**src/rtl/seg7_pkg.sv**
```systemverilog
// Shared types and constants for the seven-segment display arbiter.
// Segments are active-low, so an all-ones digit is dark.
package seg7_pkg;

  localparam int unsigned DIGIT_BITS = 8;
  localparam int unsigned NUM_DIGITS = 6;
  localparam int unsigned BANK_BITS  = DIGIT_BITS * NUM_DIGITS;

  typedef logic [DIGIT_BITS-1:0] seg_t;
  typedef seg_t [NUM_DIGITS-1:0] seg_bank_t;

  localparam seg_t SEG_BLANK = 8'hFF;

  typedef enum logic [1:0] {IDLE, OWN, GAP} arb_state_t;

endpackage

```
**src/rtl/rr_pick.sv**
```systemverilog
// Combinational round-robin picker: first set request at or after start,
// wrapping from NUM_REQ-1 back to 0.
module rr_pick #(
  parameter int unsigned NUM_REQ = 4
) (
  input  logic [NUM_REQ-1:0]         req,
  input  logic [$clog2(NUM_REQ)-1:0] start,
  output logic [$clog2(NUM_REQ)-1:0] idx,
  output logic                       valid
);

  localparam int unsigned IW = $clog2(NUM_REQ);

  logic [2*NUM_REQ-1:0] dbl;
  logic [NUM_REQ-1:0]   rot;
  logic [31:0]          pos;

  // Rotate so bit 0 of rot is the requester at 'start'.
  assign dbl = {req, req};
  assign rot = NUM_REQ'(dbl >> start);

  always_comb begin
    idx   = '0;
    valid = 1'b0;
    pos   = '0;
    // Scan downwards so the smallest offset from start wins.
    for (int i = int'(NUM_REQ) - 1; i >= 0; i--) begin
      if (rot[i]) begin
        pos   = 32'(start) + 32'(i);
        valid = 1'b1;
      end
    end
    if (pos >= NUM_REQ) begin
      pos = pos - NUM_REQ;
    end
    idx = IW'(pos);
  end

endmodule

```
**src/rtl/seg7_arbiter.sv**
```systemverilog
// Round-robin arbiter sharing the six seven-segment digits between requesters,
// with a minimum hold per grant and a one-cycle blank gap between owners.
module seg7_arbiter
  import seg7_pkg::*;
#(
  parameter int unsigned NUM_REQ     = 4,
  parameter int unsigned HOLD_CYCLES = 50_000_000
) (
  input  logic                           max10_clk1_50,
  input  logic                           reset_n,
  input  logic [NUM_REQ-1:0]             req,
  input  logic [NUM_REQ*BANK_BITS-1:0]   req_hex,
  output logic [NUM_REQ-1:0]             gnt,
  output logic [$clog2(NUM_REQ)-1:0]     owner,
  output logic                           busy,
  output seg_t                           hex0,
  output seg_t                           hex1,
  output seg_t                           hex2,
  output seg_t                           hex3,
  output seg_t                           hex4,
  output seg_t                           hex5
);

  localparam int unsigned OW = $clog2(NUM_REQ);
  localparam int unsigned HW = $clog2(HOLD_CYCLES + 1);
  localparam logic [HW-1:0] HOLD_LOAD = HW'(HOLD_CYCLES - 1);

  arb_state_t          state;
  arb_state_t          state_nxt;
  logic [OW-1:0]       owner_nxt;
  logic [OW-1:0]       rr_ptr;
  logic [OW-1:0]       rr_ptr_nxt;
  logic [HW-1:0]       hold_cnt;
  logic [HW-1:0]       hold_nxt;
  logic [OW-1:0]       pick_idx;
  logic                pick_valid;
  logic [NUM_REQ-1:0]  owner_mask;
  logic                others_req;
  logic [NUM_REQ-1:0]  gnt_nxt;
  seg_bank_t           bank_sel;
  seg_t                hex_nxt [NUM_DIGITS];
  seg_t                hex_q   [NUM_DIGITS];

  rr_pick #(
    .NUM_REQ (NUM_REQ)
  ) u_rr_pick (
    .req   (req),
    .start (rr_ptr),
    .idx   (pick_idx),
    .valid (pick_valid)
  );

  // Any requester other than the current owner wants the display.
  always_comb begin
    owner_mask        = '0;
    owner_mask[owner] = 1'b1;
    others_req        = |(req & ~owner_mask);
  end

  // Next-state, owner, pointer and hold counter.
  always_comb begin
    state_nxt  = state;
    owner_nxt  = owner;
    rr_ptr_nxt = rr_ptr;
    hold_nxt   = (hold_cnt == '0) ? '0 : hold_cnt - HW'(1);
    case (state)
      IDLE: begin
        if (pick_valid) begin
          state_nxt = OWN;
          owner_nxt = pick_idx;
          hold_nxt  = HOLD_LOAD;
        end
      end
      OWN: begin
        // A drop coinciding with hold expiry lands in GAP either way.
        if (!req[owner] || ((hold_cnt == '0) && others_req)) begin
          state_nxt  = GAP;
          rr_ptr_nxt = (owner == OW'(NUM_REQ - 1)) ? '0 : owner + OW'(1);
        end
      end
      GAP: begin
        if (pick_valid) begin
          state_nxt = OWN;
          owner_nxt = pick_idx;
          hold_nxt  = HOLD_LOAD;
        end else begin
          state_nxt = IDLE;
        end
      end
      default: begin
        state_nxt = IDLE;
      end
    endcase
  end

  // Grant vector and digit drive for the upcoming cycle.
  always_comb begin
    gnt_nxt  = '0;
    bank_sel = '0;
    for (int r = 0; r < int'(NUM_REQ); r++) begin
      if (owner_nxt == OW'(r)) begin
        bank_sel = req_hex[r*BANK_BITS +: BANK_BITS];
      end
    end
    if (state_nxt == OWN) begin
      gnt_nxt[owner_nxt] = 1'b1;
    end
    for (int d = 0; d < int'(NUM_DIGITS); d++) begin
      hex_nxt[d] = (state_nxt == OWN) ? bank_sel[d] : SEG_BLANK;
    end
  end

  always_ff @(posedge max10_clk1_50 or negedge reset_n) begin
    if (!reset_n) begin
      state    <= IDLE;
      owner    <= '0;
      rr_ptr   <= '0;
      hold_cnt <= '0;
      gnt      <= '0;
      busy     <= 1'b0;
      for (int d = 0; d < int'(NUM_DIGITS); d++) begin
        hex_q[d] <= SEG_BLANK;
      end
    end else begin
      state    <= state_nxt;
      owner    <= owner_nxt;
      rr_ptr   <= rr_ptr_nxt;
      hold_cnt <= hold_nxt;
      gnt      <= gnt_nxt;
      busy     <= (state_nxt == OWN);
      for (int d = 0; d < int'(NUM_DIGITS); d++) begin
        hex_q[d] <= hex_nxt[d];
      end
    end
  end

  assign hex0 = hex_q[0];
  assign hex1 = hex_q[1];
  assign hex2 = hex_q[2];
  assign hex3 = hex_q[3];
  assign hex4 = hex_q[4];
  assign hex5 = hex_q[5];

endmodule

```
**config.mk**
```make
export PLATFORM = sky130hd
export DESIGN_NAME = seg7_arbiter
export DESIGN_NICKNAME = d
export VERILOG_FILES = /design/src/rtl/seg7_pkg.sv /design/src/rtl/rr_pick.sv /design/src/rtl/seg7_arbiter.sv
export SDC_FILE = /design/constraint.sdc
export NUM_CORES = 1
export LEC_CHECK = 0
export CELL_PAD_IN_SITES_DETAIL_PLACEMENT = 0
export CELL_PAD_IN_SITES_GLOBAL_PLACEMENT = 2
export CORE_UTILIZATION = 34
export DETAILED_ROUTE_END_ITERATION = 10
export DONT_BUFFER_PORTS = 1
export HOLD_SLACK_MARGIN = 0.05
export PLACE_DENSITY = 0.77
export SYNTH_ARGS = -nofsm -noshare
export SYNTH_HDL_FRONTEND = slang
export SYNTH_HIERARCHICAL = 1
export SYNTH_SLANG_ARGS = --single-unit
```
**constraint.sdc**
```tcl
create_clock -name max10_clk1_50 -period 2.46 [get_ports max10_clk1_50]
set_input_delay 0.246 -clock max10_clk1_50 [delete_from_list [all_inputs] [get_ports max10_clk1_50]]
set_output_delay 0.246 -clock max10_clk1_50 [all_outputs]
set_load 0.02 [all_outputs]
```
==> summary.md, run 1 <==
| Metric | Value |
|---|---|
| Outcome | `finished clean` |
| Worst stage delay on the critical path | `~0.53 ns` |
| CP max-delay cell | `a2111oi_1` |
| Top FF cell, synth | `dfstp_2` |
| DR vias | `~4200` |
| Avg Inst Size Synth | `8.06 sq um` |
| TritonCTS clock tree | `done` |
| Fmax | `446 MHz` |
| Max VDD drop | `~0.73 mV` |
| Crit path DAT | `approximately 2.5 ns` |
| Die Ht | `approximately 120 microns` |
| Fin. max-slew vios | `0` |
| Gp weighted congestion | `slightly above 0.8` |
| Clock slew at reported path FFs | `~0.060 ns` |
| Final wirelength | `around 14000 microns` |
| Clock sinks | `85` |
| Mapped cell area | `4980 sq um` |
| P_int | `about 4300 uW` |
| Die area | `roughly 15000 sq um` |
| CP Class | `flip-flop to flip-flop` |
| Largest net degree at the start of global routing | `86` |
| Post-CTS setup buffer count | `0` |
| Sequential share of power | `0.380` |
| Synth top area share | `0.253` |
| Total global routing overflow | `0` |
| Core footprint | `around 14000 sq um` |
| Most used cell, CP | `inv_1` |
| RSZ-0062 raised after global routing | `false` |
| Commonest cells in the netlist | `nand2_1, and3_1, o21ai_0` |
| Ordered cell list for the critical path | `inv_1, ha_1, inv_1, a2111oi_1, buf_4, a21oi_1, nand2_1, buf_12, and3_1` |
| Num CTS Buffers | `9` |
| Root buffer cell | `clkbuf_16` |
| # H-tree levels | `3` |
| Sw Pwr | `between 3000 and 4000 uW` |
| Crit path buffers/inverters | `4` |
| GRT Util Overall | `0.193` |
| Sw Ratio | `0.442` |
| Post-synth EDFFs | `0` |
| # setup viols final | `0` |
| Crit start category | `flip-flop` |
| WL per Instance | `approximately 18 microns` |
| Comb pwr share | `0.449` |
| Sum Neg Setup Slack | `0 ns` |
| Combined flip-flop and latch cell area | `2190 sq um` |
| Initial antenna violation count | `0` |
| Ys Warns | `6` |
| Synth area leaders | `dfstp_2, dfrtp_1, nand2_1` |
| Cell taking the most area after synthesis | `dfstp_2` |
| Worst Skew | `just over 0.009 ns` |
| Vias in the first global route | `between 4000 and 5000` |
| HP Class | `input port to flip-flop` |
| Hold Fails Final Rpt | `0` |
| DRT Pass-1 Iters | `4` |
| ANT cells | `0` |
| Worst EP required | `approximately 2.7 ns` |
| Post-synth ARST share | `1.00` |
| Initial Utilization | `0.354` |
| Power per Cell Area | `1370 nW/um^2` |
| Final net count | `between 800 and 900` |
| Clock insertion delay at the later pin of the skew report | `around 0.34 ns` |
| # IOs | `253` |
| #FFs+latches synth | `85` |
| First-pass GRT wire length | `21800 microns` |
| Crit end category | `flip-flop` |
| Slew of the pin with the lowest slew margin | `0.511 ns` |
| Part of the power in the clock network | `0.171` |
| Top-count cell post-synth | `nand2_1` |
| Die Wd | `123 microns` |
| Fillers | `about 1400` |
| DRC viols | `0` |
| CP Max Fanout | `39` |
| Syn-to-layout area delta | `12.0%` |
| Site row count | `43` |
| Crit-path leading delay family | `compound AO/OA/AOI/OAI gates` |
| DR iter-0 viols | `about 170` |
| Max Cap Violations | `0` |
| Share of layout cells above drive strength 1 | `0.161` |
| Tcrit/Tclk final | `0.912` |
| Net Count, Synth | `a little over 800` |
| DR vias/cell | `approximately 5.3` |
| Post-synth cell types | `46` |
| CTS max path bufs | `2` |
| Sequential cell area fraction in the yosys report | `0.439` |
| Routed Antenna Nets | `0` |
| Mapped Cells | `roughly 620` |
| Pleak | `roughly 0.0025 uW` |
| Min cycle time layout | `~2.2 ns` |
| Core Util, Final | `0.396` |
| Slew margin rel. | `0.659` |
| Multi-input logic area | `roughly 2600 sq um` |
| Port Buf Inserts | `0` |
| DP HPWL | `10200 microns` |
-- tightest hold or removal path, delay by kind of cell --
kind | cells | cell delay (ns)
AOI/OAI and AO/OA | 1 | 0.06
and+or+nand+nor | 2 | 0.16
-- cell usage in the layout, fill, tap and decap left out, types with 2 or more instances in the layout --
master	Yosys	final
buf_4	1	14
nand2b_1	2	2
and3_1	101	101
o21ai_0	60	60
nor3_1	11	11
a21oi_1	9	8
nand3_1	6	6
nor2b_1	5	5
xor2_1	7	7
clkinv_2	0	2
ha_1	6	6
nor4_4	4	4
nand2_1	199	199
and2_1	2	2
buf_12	0	4
dfstp_2	48	48
nor2_1	14	14
dfrtp_1	37	37
nand4_1	3	3
nor4_1	3	3
mux2_2	2	2
inv_1	15	15
xnor2_1	13	13
or3_1	4	4
clkbuf_16	0	9
o21ai_1	8	8
clkbuf_8	0	3
-- final timing paths --
path                             start         to  slack (ns)  cells after the start
hold / removal             req_hex[19]    hex2[3]        0.13                      3
max in group asynchronous      reset_n    hex0[5]        1.61                      2
setup / recovery              owner[0]     gnt[1]        0.22                      9
hold reg to reg              rr_ptr[0]  rr_ptr[0]        0.57                      1
min in group asynchronous      reset_n     gnt[2]        0.47                      2
setup reg to reg              owner[0]     gnt[1]        0.22                      9
-- stage by stage --
stage / cells / cell area, sq um / total power, uW / worst slack (ns) / hold slack [ns]
3_3_place_gp: 777 / 5260 / 6340 / 0.290 / -0.0463
6_report: 795 / 5580 / 7660 / 0.217 / 0.134
5_1_grt: 795 / 5580 / 8290 / 0.0773 / 0.137
2_1_floorplan: 618 / 4980 / 5290 / 0.465 / -0.0496
4_1_cts: 795 / 5580 / 7790 / 0.0565 / 0.118
3_5_place_dp: 777 / 5260 / 6400 / 0.111 / -0.0470
-- registers in the layout (all words and copies together), names as in the netlist, 4 cells and up --
signal	flops
hex0	8
gnt	4
hex2	8
hold_cnt	26
hex3	8
hex1	8
hex4	8
hex5	8
-- routing by layer --
metal  vias up  GRT usage  wire length, microns  share of wire
li1       2048          -                     -              -
met1      2020      0.223                  5680           0.40
met2       155      0.330                  7100           0.50
met3        20     0.0660                  1070          0.075
met4         0     0.0685                   309          0.022
met5         -          0                     0              0
-- layout make-up --
type                       instances  share of cell area
clock inverter                     3             0.00336
tap                              180              0.0403
multi-input combinational        478               0.465
clock buffer                      13              0.0484
sequential                        85               0.392
inverter                          16              0.0108
timing repair buffer              20              0.0399
-- power groups by stage --
stage	combinational [uW]	sequential (uW)	clock (uW)
after CTS	3490	2930	1360
after global placement	3390	2950	0
after floorplan	2480	2810	0
final	3440	2910	1310
after global routing	3910	2970	1410
after detailed placement	3460	2940	0
-- cells by family (layout without fill, tap and decap cells) --
kind of cell,Yosys count,count (layout),share of synthesized area
AO/OA/AOI/OAI,85,85,0.0911
XOR/XNOR,20,20,0.0351
adder cells (fa/ha/maj),6,6,0.0151
buffers and inverters,55,52,0.0439
flip-flops,85,85,0.439
multiplexers,4,4,0.0118
AND/OR/NAND/NOR,363,363,0.364
-- timing repair --
action | 4_1_cts | 5_1_grt
setup endpoints to repair | 0 | 8
resized for setup | 0 | 1
endpoints found under the hold margin | 85 | 0
hold buffers | 2 | 0
(Power assumes the default switching activity.)
==> run 2, diff against run 1 <==
ABC_CLOCK_PERIOD_IN_PS = 2460   (was unset)
CORE_MARGIN = 2   (was unset)
==> summary.md, run 2 (same netlist as run 1, synthesis figures left out) <==
| Metric | Value |
|---|---|
| HP Class | `input port to flip-flop (unchanged)` |
| Post-CTS setup buffer count | `0 (unchanged)` |
| Gp weighted congestion | `0.828 (was 0.823)` |
| Fmax | `462 MHz (was 446 MHz)` |
| Clock insertion delay at the later pin of the skew report | `0.34 ns (about the same)` |
| Tcrit/Tclk final | `0.880 (was 0.912)` |
| DR vias/cell | `5.37 (was 5.34)` |
| Crit end category | `flip-flop (unchanged)` |
| Max Cap Violations | `0 (unchanged)` |
| Routed Antenna Nets | `0 (unchanged)` |
| Hold_sp | `req_hex[43] (was req_hex[19])` |
| # setup viols final | `0 (unchanged)` |
| CP Class | `flip-flop to flip-flop (unchanged)` |
| Leading cell type in the layout, fill and taps excluded | `nand2_1 (unchanged)` |
| Power per Cell Area | `1380 nW/um^2 (was 1370 nW/um^2)` |
| CTS max path bufs | `2 (unchanged)` |
| Clock slew at reported path FFs | `0.06 ns (about the same)` |
| ANT cells | `0 (unchanged)` |
| Overall power | `7720 uW (was 7660 uW)` |
| Min cycle time layout | `2.16 ns (was 2.24 ns)` |
| Core footprint | `14400 sq um (was 14100 sq um)` |
| Pleak | `0.00250 uW (was 0.00248 uW)` |
| Slew of the pin with the lowest slew margin | `0.420 ns (was 0.511 ns)` |
| DR iter-0 viols | `192 (was 174)` |
| Vias in the first global route | `4235 (was 4039)` |
| Total global routing overflow | `0 (unchanged)` |
| DR vias | `4299 (was 4243)` |
| Reg-to-reg setup timing slack | `0.30 ns (was 0.22 ns)` |
| Core Util, Final | `0.389 (was 0.396)` |
| Critical path capture point | `hex2[7] (was gnt[1])` |
| GRT Util Overall | `0.184 (was 0.193)` |
| # H-tree levels | `3 (unchanged)` |
| RSZ-0062 raised after global routing | `false (unchanged)` |
| Worst Skew | `0.00823 ns (was 0.00933 ns)` |
| Syn-to-layout area delta | `12.6% (was 12.0%)` |
| Most frequent cells in the layout | `nand2_1, and3_1, o21ai_0 (unchanged)` |
| Final net count | `816 (was 814)` |
| Crit start category | `flip-flop (unchanged)` |
| Die Ht | `125 microns (was 123 microns)` |
| # IOs | `253 (unchanged)` |
| Slew margin rel. | `0.713 (was 0.659)` |
| Num CTS Buffers | `9 (unchanged)` |
| FF-to-FF Start | `owner[0] (unchanged)` |
| Post-Place Cells | `783 (was 777)` |
| WL per Instance | `18.1 microns (was 17.8 microns)` |
| Hold Fails Final Rpt | `0 (unchanged)` |
| Max VDD drop | `0.663 mV (was 0.728 mV)` |
| Dpl ws | `0.298 ns (was 0.111 ns)` |
| Share of layout cells above drive strength 1 | `0.165 (was 0.161)` |
| DRC viols | `0 (unchanged)` |
| Port Buf Inserts | `0 (unchanged)` |
| Clock sinks | `85 (unchanged)` |
| Die area | `15600 sq um (was 15100 sq um)` |
| CP Max Fanout | `19 (was 39)` |
| Reg2Reg Capture Point | `hex2[7] (was gnt[1])` |
| Outcome | `finished clean (unchanged)` |
| Fin. max-slew vios | `0 (unchanged)` |
| Crit path DAT | `2.40 ns (was 2.52 ns)` |
| DP HPWL | `10600 microns (was 10200 microns)` |
| DRT Pass-1 Iters | `4 (unchanged)` |
| Site row count | `44 (was 43)` |
| Initial antenna violation count | `0 (unchanged)` |
| Max FFs per register | `26 (unchanged)` |
| Initial Utilization | `0.346 (was 0.354)` |
| Largest net degree at the start of global routing | `86 (unchanged)` |
| Die Wd | `125 microns (was 123 microns)` |
| First-pass GRT wire length | `23000 microns (was 21800 microns)` |
| Sum Neg Setup Slack | `0 ns (unchanged)` |
| Finished Layout Cells | `801 (was 795)` |
| TritonCTS clock tree | `done (unchanged)` |
| Final wirelength | `14500 microns (was 14100 microns)` |
| Root buffer cell | `clkbuf_16 (unchanged)` |
| Worst EP required | `2.70 ns (was 2.73 ns)` |
| Most flop-heavy register | `hold_cnt (unchanged)` |
| Worst-case reg-to-reg path depth | `9 (unchanged)` |
| Critical path startpoint | `owner[0] (unchanged)` |
| Worst setup margin | `0.296 ns (was 0.217 ns)` |
-- run 2: final cells by class --
cell class                 instances  area (sq um)
timing repair buffer              22           225
clock buffer                      12           267
tap                              184           230
sequential                        85          2190
fill                            1513          8810
multi-input combinational        478          2600
clock inverter                     4          45.0
inverter                          16          60.1
-- run 2: how the worst min path moves through the flow --
stage,cells after the start,slack (ns),endpoint
6_report,3,0.14,hex5[3]
5_1_grt,3,0.14,hex1[6]
4_1_cts,3,0.12,hex5[3]
3_5_place_dp,0,-0.05,owner[0]
3_3_place_gp,0,-0.04,gnt[3]
2_1_floorplan,0,-0.05,busy
-- run 2: through the flow --
step           hold WS (ns)  instance area, sq um
2_1_floorplan       -0.0496                  4980
3_3_place_gp        -0.0448                  5260
3_5_place_dp        -0.0451                  5260
4_1_cts               0.125                  5610
5_1_grt               0.139                  5610
6_report              0.136                  5610
-- run 2: routing by layer --
| layer | vias up | track usage | routed length, microns |
|---|---|---|---|
| met5 | - | 0 | 0 |
| met4 | 0 | 0.0739 | 344 |
| met3 | 28 | 0.0552 | 1040 |
| met2 | 165 | 0.309 | 7210 |
| met1 | 2039 | 0.222 | 5880 |
| li1 | 2067 | - | - |
-- run 2: critical path, cell delays in order, from the launching register on --
cell and delay, ns:
dfrtp_1 0.46, inv_1 0.14, ha_1 0.15, inv_1 0.04
a2111oi_0 0.44, buf_4 0.20, a21oi_1 0.07, nand2_1 0.16
buf_4 0.25, o21ai_0 0.15
-- run 2: where the power goes --
| part | internal (uW) | switching [uW] |
|---|---|---|
| combinational | 1340 | 2070 |
| sequential | 2150 | 764 |
| clock | 864 | 537 |
| total | 4360 | 3370 |
-- run 2: repair_timing --
| item | in CTS | in global routing |
|---|---|---|
| gates resized for setup | 0 | 0 |
| hold buffers | 2 | 0 |
| endpoints found under the setup margin | 0 | 0 |
| endpoints found under the hold margin | 85 | 0 |
